`src/rtl/ram_lsu_adapter.sv`:
```
// Byte-addressed load/store front end for a single-port, async-read, byte-strobed 32-bit RAM.
// Accesses that straddle a word boundary take two RAM cycles; each request gets one response.
module ram_lsu_adapter #(
  parameter int ADDR_WIDTH = 12
) (
  input  logic                  clock,
  input  logic                  reset,
  input  logic                  req_valid,
  output logic                  req_ready,
  input  logic [ADDR_WIDTH+1:0] req_addr,
  input  logic                  req_write,
  input  logic [1:0]            req_size,
  input  logic                  req_signed,
  input  logic [31:0]           req_wdata,
  output logic                  resp_valid,
  input  logic                  resp_ready,
  output logic [31:0]           resp_rdata,
  output logic                  resp_split,
  output logic [ADDR_WIDTH-1:0] ram_raddr,
  output logic [ADDR_WIDTH-1:0] ram_waddr,
  output logic [3:0]            ram_wstrb,
  output logic [31:0]           ram_wdata,
  input  logic [31:0]           ram_rdata
);

  typedef enum logic [1:0] {
    IDLE   = 2'd0,
    SECOND = 2'd1,
    RESP   = 2'd2
  } state_t;

  function automatic logic [2:0] size_bytes(input logic [1:0] size);
    logic [2:0] n;
    case (size)
      2'd0:    n = 3'd1;
      2'd1:    n = 3'd2;
      default: n = 3'd4;
    endcase
    return n;
  endfunction

  function automatic logic [3:0] lane_mask(input logic [2:0] n);
    logic [3:0] m;
    case (n)
      3'd1:    m = 4'b0001;
      3'd2:    m = 4'b0011;
      default: m = 4'b1111;
    endcase
    return m;
  endfunction

  function automatic logic [31:0] extend(input logic [31:0] data, input logic [2:0] n,
                                         input logic sgn);
    logic [31:0] r;
    case (n)
      3'd1:    r = {{24{sgn & data[7]}}, data[7:0]};
      3'd2:    r = {{16{sgn & data[15]}}, data[15:0]};
      default: r = data;
    endcase
    return r;
  endfunction

  state_t                state_q, state_d;
  logic [ADDR_WIDTH-1:0] w_q, w_d;
  logic [1:0]            off_q, off_d;
  logic [2:0]            n_q, n_d;
  logic                  write_q, write_d;
  logic                  signed_q, signed_d;
  logic [31:0]           wdata_q, wdata_d;
  logic [31:0]           low_q, low_d;
  logic                  resp_valid_q, resp_valid_d;
  logic [31:0]           resp_rdata_q, resp_rdata_d;
  logic                  resp_split_q, resp_split_d;

  logic [ADDR_WIDTH-1:0] req_w;
  logic [1:0]            req_off;
  logic [2:0]            req_n;
  logic                  req_split;
  logic [4:0]            req_sh;
  logic [7:0]            req_mask;
  logic [5:0]            held_sh;
  logic [7:0]            held_mask;
  logic                  accept;
  logic [ADDR_WIDTH-1:0] ram_addr_c;
  logic [3:0]            wstrb_c;
  logic [31:0]           wdata_c;

  assign req_w     = req_addr[ADDR_WIDTH+1:2];
  assign req_off   = req_addr[1:0];
  assign req_n     = size_bytes(req_size);
  assign req_split = (({1'b0, req_off} + req_n) > 3'd4);
  assign req_sh    = {req_off, 3'b000};
  assign req_mask  = {4'b0000, lane_mask(req_n)} << req_off;

  // Upper nibble of the shifted mask is exactly the set of lanes spilling into word w+1.
  assign held_sh   = {3'd4 - {1'b0, off_q}, 3'b000};
  assign held_mask = {4'b0000, lane_mask(n_q)} << off_q;

  always_comb begin
    state_d      = state_q;
    w_d          = w_q;
    off_d        = off_q;
    n_d          = n_q;
    write_d      = write_q;
    signed_d     = signed_q;
    wdata_d      = wdata_q;
    low_d        = low_q;
    resp_valid_d = resp_valid_q;
    resp_rdata_d = resp_rdata_q;
    resp_split_d = resp_split_q;
    ram_addr_c   = req_w;
    wstrb_c      = 4'b0000;
    wdata_c      = 32'h0000_0000;

    req_ready = (state_q == IDLE) || ((state_q == RESP) && resp_ready);
    accept    = req_valid && req_ready;

    if (state_q == SECOND) begin
      ram_addr_c = w_q + ADDR_WIDTH'(1);
      if (write_q) begin
        wstrb_c      = held_mask[7:4];
        wdata_c      = wdata_q >> held_sh;
        resp_rdata_d = 32'h0000_0000;
      end else begin
        resp_rdata_d = extend(low_q | (ram_rdata << held_sh), n_q, signed_q);
      end
      resp_valid_d = 1'b1;
      resp_split_d = 1'b1;
      state_d      = RESP;
    end else begin
      if ((state_q == RESP) && resp_ready) begin
        resp_valid_d = 1'b0;
        state_d      = IDLE;
      end
      if (accept) begin
        if (req_write) begin
          wstrb_c = req_mask[3:0];
          wdata_c = req_wdata << req_sh;
        end
        if (req_split) begin
          w_d          = req_w;
          off_d        = req_off;
          n_d          = req_n;
          write_d      = req_write;
          signed_d     = req_signed;
          wdata_d      = req_wdata;
          low_d        = ram_rdata >> req_sh;
          resp_valid_d = 1'b0;
          state_d      = SECOND;
        end else begin
          resp_valid_d = 1'b1;
          resp_split_d = 1'b0;
          resp_rdata_d = req_write ? 32'h0000_0000
                                   : extend(ram_rdata >> req_sh, req_n, req_signed);
          state_d      = RESP;
        end
      end
    end
  end

  always_ff @(posedge clock or posedge reset) begin
    if (reset) begin
      state_q      <= IDLE;
      w_q          <= '0;
      off_q        <= '0;
      n_q          <= '0;
      write_q      <= 1'b0;
      signed_q     <= 1'b0;
      wdata_q      <= '0;
      low_q        <= '0;
      resp_valid_q <= 1'b0;
      resp_rdata_q <= '0;
      resp_split_q <= 1'b0;
    end else begin
      state_q      <= state_d;
      w_q          <= w_d;
      off_q        <= off_d;
      n_q          <= n_d;
      write_q      <= write_d;
      signed_q     <= signed_d;
      wdata_q      <= wdata_d;
      low_q        <= low_d;
      resp_valid_q <= resp_valid_d;
      resp_rdata_q <= resp_rdata_d;
      resp_split_q <= resp_split_d;
    end
  end

  // Gate strobes directly on reset so an in-flight second-half write is dropped at once.
  assign ram_wstrb  = reset ? 4'b0000 : wstrb_c;
  assign ram_wdata  = wdata_c;
  assign ram_raddr  = ram_addr_c;
  assign ram_waddr  = ram_addr_c;
  assign resp_valid = resp_valid_q;
  assign resp_rdata = resp_rdata_q;
  assign resp_split = resp_split_q;

endmodule

```
`config.mk`:
```
export PLATFORM = sky130hd
export DESIGN_NAME = ram_lsu_adapter
export DESIGN_NICKNAME = d
export VERILOG_FILES = /design/src/rtl/ram_lsu_adapter.sv
export SDC_FILE = /design/constraint.sdc
export NUM_CORES = 1
export LEC_CHECK = 0
export CORE_MARGIN = 1
export CORE_UTILIZATION = 52
export DETAILED_ROUTE_END_ITERATION = 10
export GPL_ROUTABILITY_DRIVEN = 0
export PLACE_DENSITY = 0.8
export SYNTH_ARGS = -nofsm -noshare
export SYNTH_HDL_FRONTEND = slang
export SYNTH_SLANG_ARGS = --single-unit
```
`constraint.sdc`:
```
create_clock -name clock -period 4.7 [get_ports clock]
set_input_delay 0.47 -clock clock [delete_from_list [all_inputs] [get_ports clock]]
set_output_delay 0.47 -clock clock [all_outputs]
set_load 0.1 [all_outputs]
```
==> impl_summary.log, run 1 <==
[metrics] async set-reset flop share out of synthesis: 1.00
[metrics] clock input transition at the sequential cells of the worst setup and hold paths: 50 ps
[metrics] buffer depth of the longest clock path: 2
[metrics] clk root buf: clkbuf_16
[metrics] total of cells resized after clock tree synthesis: 0
[metrics] terminus of the critical flop-to-flop path: w_q[11]$_DFFE_PP0P_
[metrics] Detailed Routing Iterations Pass 1: 8
[metrics] core region area: 15300 sq um
[metrics] Hold WC Path Type: flip-flop to flip-flop
[metrics] post-synthesis area per instance: 10.2 sq um
[metrics] start-to-end type of the worst setup path: flip-flop to primary output
[metrics] Post-Route Hold Slack: 489 ps
[metrics] fin worst setup slack: 1070 ps
[metrics] die span in y: 127 um
[metrics] maximum level of the CTS H-tree: 4
[metrics] count of buffers from port buffering: 180
[metrics] number of max-cap violations: 0
[metrics] Tightest Pin Transition: 1100 ps
[metrics] clock tree sinks: 118
[metrics] share of the synthesized area in the top cell type: 0.362
[metrics] library cell occupying the most area in the post-synthesis netlist: dfrtp_1
[metrics] setup TNS: 0 ps
[metrics] worst IR drop on VDD: 0.000735 V
[metrics] starting utilization of the core area: 0.534
[metrics] Data arrival, critical path: 3160 ps
[metrics] die outline area: 16200 sq um
[metrics] post-layout util: 0.685
[metrics] Final Critical Period: 3630 ps
[metrics] synth unique cells: 56
[metrics] largest cells by area after synthesis: dfrtp_1 (36%), mux2i_1 (13%), mux2_4 (8.8%)
[metrics] largest net degree at the start of global routing: 72
[metrics] ANT cells: 0
[metrics] fraction of layout instances using a drive strength above 1: 0.200
[metrics] TritonCTS clock tree: built
[metrics] cell count after synthesis: 801
[metrics] reg-to-reg startpoint: state_q[1]$_DFFE_PP0P_
[metrics] Worst path max stage delay: 1200 ps
[metrics] required time reported for the critical path endpoint: 4230 ps
[metrics] endpoint type of the worst setup path: primary output
[metrics] # setup viols final: 0
[metrics] number of vias per cell: 6.18
[metrics] final hold viol count: 0
[metrics] worst slew margin relative to its limit: 0.258
[metrics] total global routing overflow: 0
[metrics] pre-CTS setup slack: 790 ps
[metrics] chain of cells forming the critical path: nand2b_1 -> o21ai_0 -> clkdlybuf4s50_1
[metrics] antenna violations before repair: 0
[metrics] Die W: 127 um
[metrics] status: complete, no violations
[metrics] Critical Path Slowest Stage Cell: clkdlybuf4s50_1
[metrics] startpoint type of the worst setup path: flip-flop
[metrics] worst reg-to-reg path cell count: 5
[metrics] final layout net count: 1035
[metrics] total half-perimeter wirelength after legalization and detailed placement: 16.9 mm
[metrics] source-to-sink clock delay at the later pin of the worst-skew pair: 430 ps
[metrics] Post-Route WL: 24.1 mm
[metrics] most frequent cells after synthesis: dfrtp_1 (118), mux2i_1 (106), nand2_1 (55)
[metrics] # rows: 45
[metrics] Post-Route Skew: 7.98 ps
[metrics] static power due to leakage: 4.49 nW
[metrics] total number of yosys warnings: 0
[metrics] Hold-fix buffers, CTS: 0
[metrics] EDFF count, synth: 0
[metrics] max frequency: 275 MHz
[metrics] setup slack on the worst flop-to-flop path: 1480 ps
[metrics] number of remaining DRC errors: 0
[metrics] critical path endpoint: ram_waddr[2]
[metrics] maximum fanout along the worst path: 28
[metrics] launch point of the critical path: state_q[1]$_DFFE_PP0P_
[metrics] routed length per placed instance: 20.6 um
[metrics] dominant synthesized flop cell: dfrtp_1
[metrics] share of the yosys chip area belonging to registers: 0.362
[metrics] first-iteration detailed-routing DRC count: 600
[metrics] final period utilization: 0.773
[metrics] setup repair after global routing missed its margin: false
[metrics] IO Count: 181
[metrics] first-pass GRT wire length: 38.7 mm
[metrics] count leader, synth: dfrtp_1
[metrics] vias after detailed routing: 7218
[metrics] area added between synthesis and finish: 28.3%
[metrics] CTS buffer count: 17
[metrics] number of global-route vias before repair: 7180
[metrics] Post-CTS Setup Inserts: 0
[metrics] max-slew violations: 0
[metrics] total track usage: 0.310
[metrics] power density over the cells: 763 nW/um^2
[metrics] area of the mapped netlist: 8150 sq um
[metrics] synthesized net count: 891
[metrics] Synth Register Bits: 118
[metrics] Final ANT Viol Nets: 0
state kept, by name (all words and copies together), names as in the netlist:
| signal | cells |
|---|---|
| resp_rdata | 32 |
| write_q | 1 |
| w_q | 12 |
| off_q | 2 |
| wdata_q | 32 |
| n_q | 3 |
| state_q | 2 |
| resp_split | 1 |
| signed_q | 1 |
| low_q | 32 |
worst min path at each step:
stage | start | endpoint | depth (start not counted)
floorplan | low_q[16]$_DFFE_PP0P_ | low_q[16]$_DFFE_PP0P_ | 1
global placement | resp_split$_DFFE_PP0P_ | resp_split$_DFFE_PP0P_ | 1
detailed placement | resp_split$_DFFE_PP0P_ | resp_split$_DFFE_PP0P_ | 1
CTS | resp_split$_DFFE_PP0P_ | resp_split$_DFFE_PP0P_ | 1
global route | wdata_q[15]$_DFFE_PP0P_ | wdata_q[15]$_DFFE_PP0P_ | 1
finish | resp_split$_DFFE_PP0P_ | resp_split$_DFFE_PP0P_ | 1
layout by cell type, fill, tap and decap left out, types with 10 or more instances in the layout:
cell               n
buf_4             50
clkdlybuf4s50_1  142
nand4_1           12
nor2_1            54
dfrtp_1          117
clkbuf_16         17
mux2_4            48
nor3_1            14
mux2i_1          106
mux2_2            41
o211ai_1          25
a21oi_1           33
nand2_1           55
inv_1             22
o2111ai_1         10
o21ai_0           37
o2bb2ai_1         23
o22ai_1           24
metrics by stage:
stage               cell area [sq um]  cells  power [mW]
finish                          10500   1168        7.98
global route                    10500   1168        8.36
CTS                             10500   1168        7.96
detailed placement               9910   1137        6.72
global placement                 9910   1137        6.64
floorplan                        8170    801        5.69
layer usage:
layer	track usage	up-vias	wire (um)
li1	-	3273	-
met1	0.426	3521	10500
met2	0.483	369	11200
met3	0.0628	55	1700
met4	0.118	0	659
met5	0	-	0
cells by family after synthesis:
logic type	synth area share
compound gates	0.171
mux	0.275
simple gates	0.0996
flops	0.362
buf+inv	0.0717
xor+xnor	0.0129
fa+ha+maj	0.00706
worst max-delay path: cells and delay by family, from the launching register on:
family                 cells  cell delay, ps
buffers and inverters      1            1200
AND/OR/NAND/NOR            1             610
flip-flops                 1             460
AO/OA/AOI/OAI              1             460
layout make-up:
cell class	count	area [sq um]
Clock buffer	21	470
Clock inverter	10	80.1
Fill cell	1189	4800
Inverter	24	92.6
Multi-Input combinational cell	582	4630
Sequential cell	118	2950
Tap cell	211	264
Timing Repair Buffer	202	1970
where the power goes:
part           internal (mW)  switching [mW]
combinational           1.61            3.24
sequential              1.51           0.401
clock                  0.756           0.457
Power figures use the tool's default switching activity.
==> run 2, diff against run 1 <==
==> constraint.sdc (replaced) <==
create_clock -name clock -period 3.6 [get_ports clock]
set_input_delay 0.36 -clock clock [delete_from_list [all_inputs] [get_ports clock]]
set_output_delay 0.36 -clock clock [all_outputs]
set_load 0.1 [all_outputs]
==> run 2 against run 1 <==
Against the previous run: combinational power increased by 35%; first-iteration DRC count increased by 3.5%; power increased by 33%; clock-buffer cell count unchanged.
==> impl_summary.log, run 2 (synthesized netlist as in run 1, its figures left out) <==
[metrics] first-pass GRT wire length: 39.6 mm
[metrics] power density over the cells: 977 nW/um^2
[metrics] Data arrival, critical path: 3140 ps
[metrics] status: complete, no violations
[metrics] max frequency: 286 MHz
[metrics] antenna violations before repair: 0
[metrics] critical path endpoint: ram_wdata[8]
[metrics] starting utilization of the core area: 0.534
[metrics] switching fraction of total power: 0.512
[metrics] number of max-cap violations: 0
[metrics] Power Total: 10.6 mW
[metrics] Int Power: 5.17 mW
[metrics] reg-to-reg startpoint: off_q[0]$_DFFE_PP0P_
[metrics] number of remaining DRC errors: 0
[metrics] Cells after DPL: 1143
[metrics] clk root buf: clkbuf_16
[metrics] Final ANT Viol Nets: 0
[metrics] clock tree sinks: 118
[metrics] relative contribution of sequential cells to total power: 0.235
[metrics] total global routing overflow: 0
[metrics] total track usage: 0.319
[metrics] ANT cells: 0
[metrics] Post-Route Hold Slack: 387 ps
[metrics] start-to-end type of the worst setup path: flip-flop to primary output
[metrics] max-slew violations: 0
[metrics] area added between synthesis and finish: 33.0%
[metrics] buffer depth of the longest clock path: 2
[metrics] portion of total power attributed to the clock network: 0.146
[metrics] clock input transition at the sequential cells of the worst setup and hold paths: 60 ps
[metrics] source-to-sink clock delay at the later pin of the worst-skew pair: 420 ps
[metrics] total of cells resized after clock tree synthesis: 0
[metrics] Final Critical Period: 3500 ps
[metrics] Post-Route WL: 25.0 mm
[metrics] CTS buffer count: 17
[metrics] static power due to leakage: 4.64 nW
[metrics] first-iteration detailed-routing DRC count: 621
[metrics] number of vias per cell: 6.23
[metrics] setup repair after global routing missed its margin: false
[metrics] endpoint type of the worst setup path: primary output
[metrics] # setup viols final: 0
[metrics] worst IR drop on VDD: 0.000891 V
[metrics] launch point of the critical path: off_q[0]$_DFFE_PP0P_
[metrics] die outline area: 16200 sq um
[metrics] total area of multi-input combinational cells: 4690 sq um
[metrics] Post-CTS Setup Inserts: 0
[metrics] number of global-route vias before repair: 7288
[metrics] total half-perimeter wirelength after legalization and detailed placement: 17.3 mm
[metrics] TritonCTS clock tree: built
[metrics] Post-Route Skew: 7.39 ps
[metrics] maximum level of the CTS H-tree: 4
[metrics] Tightest Pin Transition: 1050 ps
[metrics] Hold WC Path Type: input pin to flip-flop
[metrics] depth of the worst hold-timing path: 3
[metrics] count of buffers from port buffering: 180
[metrics] maximum fanout along the worst path: 15
[metrics] startpoint type of the worst setup path: flip-flop
[metrics] # rows: 45
[metrics] portion of total power attributed to combinational logic: 0.619
[metrics] Psw: 5.42 mW
[metrics] Hold-fix buffers, CTS: 0
[metrics] non-filler cells, final: 1170
[metrics] terminus of the critical flop-to-flop path: resp_rdata[23]$_DFFE_PP0P_
[metrics] final-layout fill cell count: 1112
[metrics] Reg area: 2950 sq um
[metrics] most frequent cells in the layout: clkdlybuf4s50_1 (117), dfrtp_1 (117), mux2i_1 (106)
[metrics] Die W: 127 um
[metrics] IO Count: 181
[metrics] routed length per placed instance: 21.3 um
[metrics] largest net degree at the start of global routing: 57
[metrics] required time reported for the critical path endpoint: 3240 ps
[metrics] setup slack on the worst flop-to-flop path: 700 ps
[metrics] die span in y: 127 um
[metrics] final period utilization: 0.973
[metrics] final layout net count: 1041
[metrics] Detailed Routing Iterations Pass 1: 5
[metrics] core region area: 15300 sq um
[metrics] vias after detailed routing: 7287
[metrics] final hold viol count: 0
[metrics] worst reg-to-reg path cell count: 6
[metrics] fraction of layout instances using a drive strength above 1: 0.239
[metrics] worst slew margin relative to its limit: 0.299
==> run 2: critical path, cell delays in order (launching register included) <==
cell	delay [ps]
dfrtp_2	350
clkinv_1	290
ha_1	550
buf_4	290
nor2_1	570
a21oi_1	220
o22ai_2	250
buf_12	210
==> run 2: area by class of cell <==
type	count	area share
Multi-Input combinational cell	582	0.433
Sequential cell	118	0.273
Timing Repair Buffer	208	0.213
Clock buffer	21	0.0434
Tap cell	211	0.0244
Inverter	24	0.00854
Clock inverter	6	0.00508
==> run 2: worst min-delay path by stage <==
stage / from / to
2_1_floorplan: low_q[16]$_DFFE_PP0P_ / low_q[16]$_DFFE_PP0P_
3_3_place_gp: low_q[19]$_DFFE_PP0P_ / low_q[19]$_DFFE_PP0P_
3_5_place_dp: resp_split$_DFFE_PP0P_ / resp_split$_DFFE_PP0P_
4_1_cts: req_addr[1] / off_q[1]$_DFFE_PP0P_
5_1_grt: req_addr[1] / off_q[1]$_DFFE_PP0P_
6_report: req_addr[1] / off_q[1]$_DFFE_PP0P_
==> run 2: per-layer routing <==
metal / part of all wire / GRT usage / wire (um)
met5: 0 / 0 / 0
met4: 0.028 / 0.132 / 710
met3: 0.081 / 0.0699 / 2030
met2: 0.46 / 0.495 / 11500
met1: 0.43 / 0.432 / 10700
==> run 2: power by group through the flow <==
stage               clock [mW]  sequential, mW  combinational (mW)
floorplan                    0            3.51                3.95
global placement             0            2.45                6.39
detailed placement           0            2.47                6.48
CTS                       1.56            2.47                6.52
global route              1.63            2.56                6.87
finish                    1.55            2.49                6.55
==> run 2: through the flow <==
step / instance area [sq um] / util / setup WS, ps / TNS [ps]
detailed placement: 10300 / 0.676 / 349 / 0
finish: 10800 / 0.710 / 98.0 / 0
CTS: 10800 / 0.710 / 132 / 0
global placement: 10300 / 0.676 / 454 / 0
floorplan: 8230 / - / -919 / -11600
global route: 10800 / 0.710 / 6.66 / 0
==> run 3, diff against run 2 <==
--- a/config.mk
+++ b/config.mk
@@ -6,10 +6,10 @@
 export NUM_CORES = 1
 export LEC_CHECK = 0
 export CORE_MARGIN = 1
-export CORE_UTILIZATION = 52
+export CORE_UTILIZATION = 29
 export DETAILED_ROUTE_END_ITERATION = 10
 export GPL_ROUTABILITY_DRIVEN = 0
-export PLACE_DENSITY = 0.8
+export PLACE_DENSITY = 0.49
 export SYNTH_ARGS = -nofsm -noshare
 export SYNTH_HDL_FRONTEND = slang
 export SYNTH_SLANG_ARGS = --single-unit
==> run 3 against run 2 <==
Against the previous run: clock-buffer cell count up 1; critical path type unchanged; global-route usage down 12 points; cell count up 15%; register-to-register slack better by 40 ps; first-iteration DRC count down 21%; cell area up 3.8%; wire length up 13%.
==> impl_summary.log, run 3 (synthesized netlist as in run 1, its figures left out) <==
[metrics] status: complete, no violations
[metrics] number of global-route vias before repair: 6990
[metrics] startpoint type of the worst setup path: flip-flop
[metrics] start-to-end type of the worst setup path: flip-flop to primary output
[metrics] number of max-cap violations: 0
[metrics] Post-Route Skew: 10.6 ps
[metrics] area post-placement: 10600 sq um
[metrics] final hold viol count: 0
[metrics] Critical Path Slowest Stage Cell: ha_1
[metrics] number of remaining DRC errors: 0
[metrics] total track usage: 0.197
[metrics] antenna violations before repair: 2
[metrics] Data arrival, critical path: 2940 ps
[metrics] maximum fanout along the worst path: 13
[metrics] buffer depth of the longest clock path: 2
[metrics] Power Total: 11.0 mW
[metrics] clock tree sinks: 118
[metrics] Hold-fix buffers, CTS: 0
[metrics] Die W: 170 um
[metrics] total global routing overflow: 0
[metrics] starting utilization of the core area: 0.299
[metrics] largest net degree at the start of global routing: 67
[metrics] chain of cells forming the critical path: clkinv_1 -> buf_4 -> ha_1 -> nor2_1 -> nand3_1 -> nor2_1 -> buf_4 -> o2bb2ai_1 -> buf_12
[metrics] Final Critical Period: 3300 ps
[metrics] # rows: 60
[metrics] clock input transition at the sequential cells of the worst setup and hold paths: 50 ps
[metrics] most frequent cells in the layout: clkdlybuf4s50_1 (117), dfrtp_1 (117), mux2i_1 (106)
[metrics] max-slew violations: 0
[metrics] vias after detailed routing: 6960
[metrics] Hold WC Path Type: input pin to flip-flop
[metrics] Post-CTS Setup Inserts: 0
[metrics] source-to-sink clock delay at the later pin of the worst-skew pair: 420 ps
[metrics] area added between synthesis and finish: 38.1%
[metrics] maximum level of the CTS H-tree: 4
[metrics] max frequency: 303 MHz
[metrics] Worst path max stage delay: 530 ps
[metrics] core region area: 27300 sq um
[metrics] first-iteration detailed-routing DRC count: 491
[metrics] worst slew margin relative to its limit: 0.309
[metrics] die outline area: 28800 sq um
[metrics] Post-Route WL: 28.1 mm
[metrics] final period utilization: 0.917
[metrics] Tightest Pin Transition: 1030 ps
[metrics] first-pass GRT wire length: 42.9 mm
[metrics] die span in y: 170 um
[metrics] power density over the cells: 979 nW/um^2
[metrics] IO Count: 181
[metrics] CTS buffer count: 17
[metrics] routed length per placed instance: 21.0 um
[metrics] setup repair after global routing missed its margin: false
[metrics] total of cells resized after clock tree synthesis: 0
[metrics] Detailed Routing Iterations Pass 1: 5
[metrics] final layout net count: 1046
[metrics] TritonCTS clock tree: built
[metrics] # setup viols final: 0
[metrics] Post-Layout Inst Area: 11300 sq um
[metrics] post-layout util: 0.413
[metrics] number of vias per cell: 5.19
[metrics] fraction of layout instances using a drive strength above 1: 0.248
[metrics] worst IR drop on VDD: 0.000720 V
[metrics] Final ANT Viol Nets: 0
[metrics] endpoint type of the worst setup path: primary output
[metrics] static power due to leakage: 4.73 nW
[metrics] clk root buf: clkbuf_16
[metrics] count of buffers from port buffering: 180
[metrics] total half-perimeter wirelength after legalization and detailed placement: 20.1 mm
[metrics] required time reported for the critical path endpoint: 3240 ps
-- run 3: cell type report --
cell class              instances  area, sq um
flip-flops and latches        118         2950
clock inverters                 9          170
clock buffers                  22          494
inverters                      24         92.6
well taps                     372          465
diodes                          2         5.00
repair buffers                213         2370
fillers                      2586        16000
multi-input cells             582         4700
-- run 3: layer usage --
metal	wire (um)	vias up	GRT usage
met5	0	-	0
met4	461	0	0.0541
met3	1400	27	0.0441
met2	12800	212	0.296
met1	13500	3435	0.280
li1	-	3286	-
-- run 3: worst max-delay path, delay by kind of cell (launching register included) --
| kind | cells | cell delay, ps |
|---|---|---|
| fa+ha+maj | 1 | 530 |
| flops | 1 | 350 |
| buf+inv | 4 | 660 |
| simple gates | 3 | 760 |
| compound gates | 1 | 220 |
-- run 3: final timing paths --
kind | from | endpoint | slack (ps) | cells after the start
min in group asynchronous | reset | wdata_q[2]$_DFFE_PP0P_ | 500 | 2
hold / removal | req_addr[1] | off_q[1]$_DFFE_PP0P_ | 360 | 3
max in group asynchronous | reset | off_q[0]$_DFFE_PP0P_ | 2390 | 3
setup reg to reg | off_q[0]$_DFFE_PP0P_ | resp_rdata[17]$_DFFE_PP0P_ | 740 | 7
setup / recovery | off_q[0]$_DFFE_PP0P_ | ram_wdata[29] | 300 | 9
hold reg to reg | resp_split$_DFFE_PP0P_ | resp_split$_DFFE_PP0P_ | 490 | 1
-- run 3: power breakdown --
| part | internal [mW] | total [mW] | leakage (nW) | switching [mW] |
|---|---|---|---|---|
| Clock | 1.31 | 1.93 | 0.332 | 0.619 |
| Sequential | 1.96 | 2.48 | 1.45 | 0.519 |
| Combinational | 2.25 | 6.60 | 2.95 | 4.35 |
-- run 3: metrics by stage --
stage	instances	hold WS, ps	TNS, ps	setup WS [ps]
detailed placement	1309	469	0	450
global route	1342	365	0	117
CTS	1340	356	0	267
finish	1342	357	0	299
global placement	1309	482	0	524
floorplan	801	476	-11600	-919
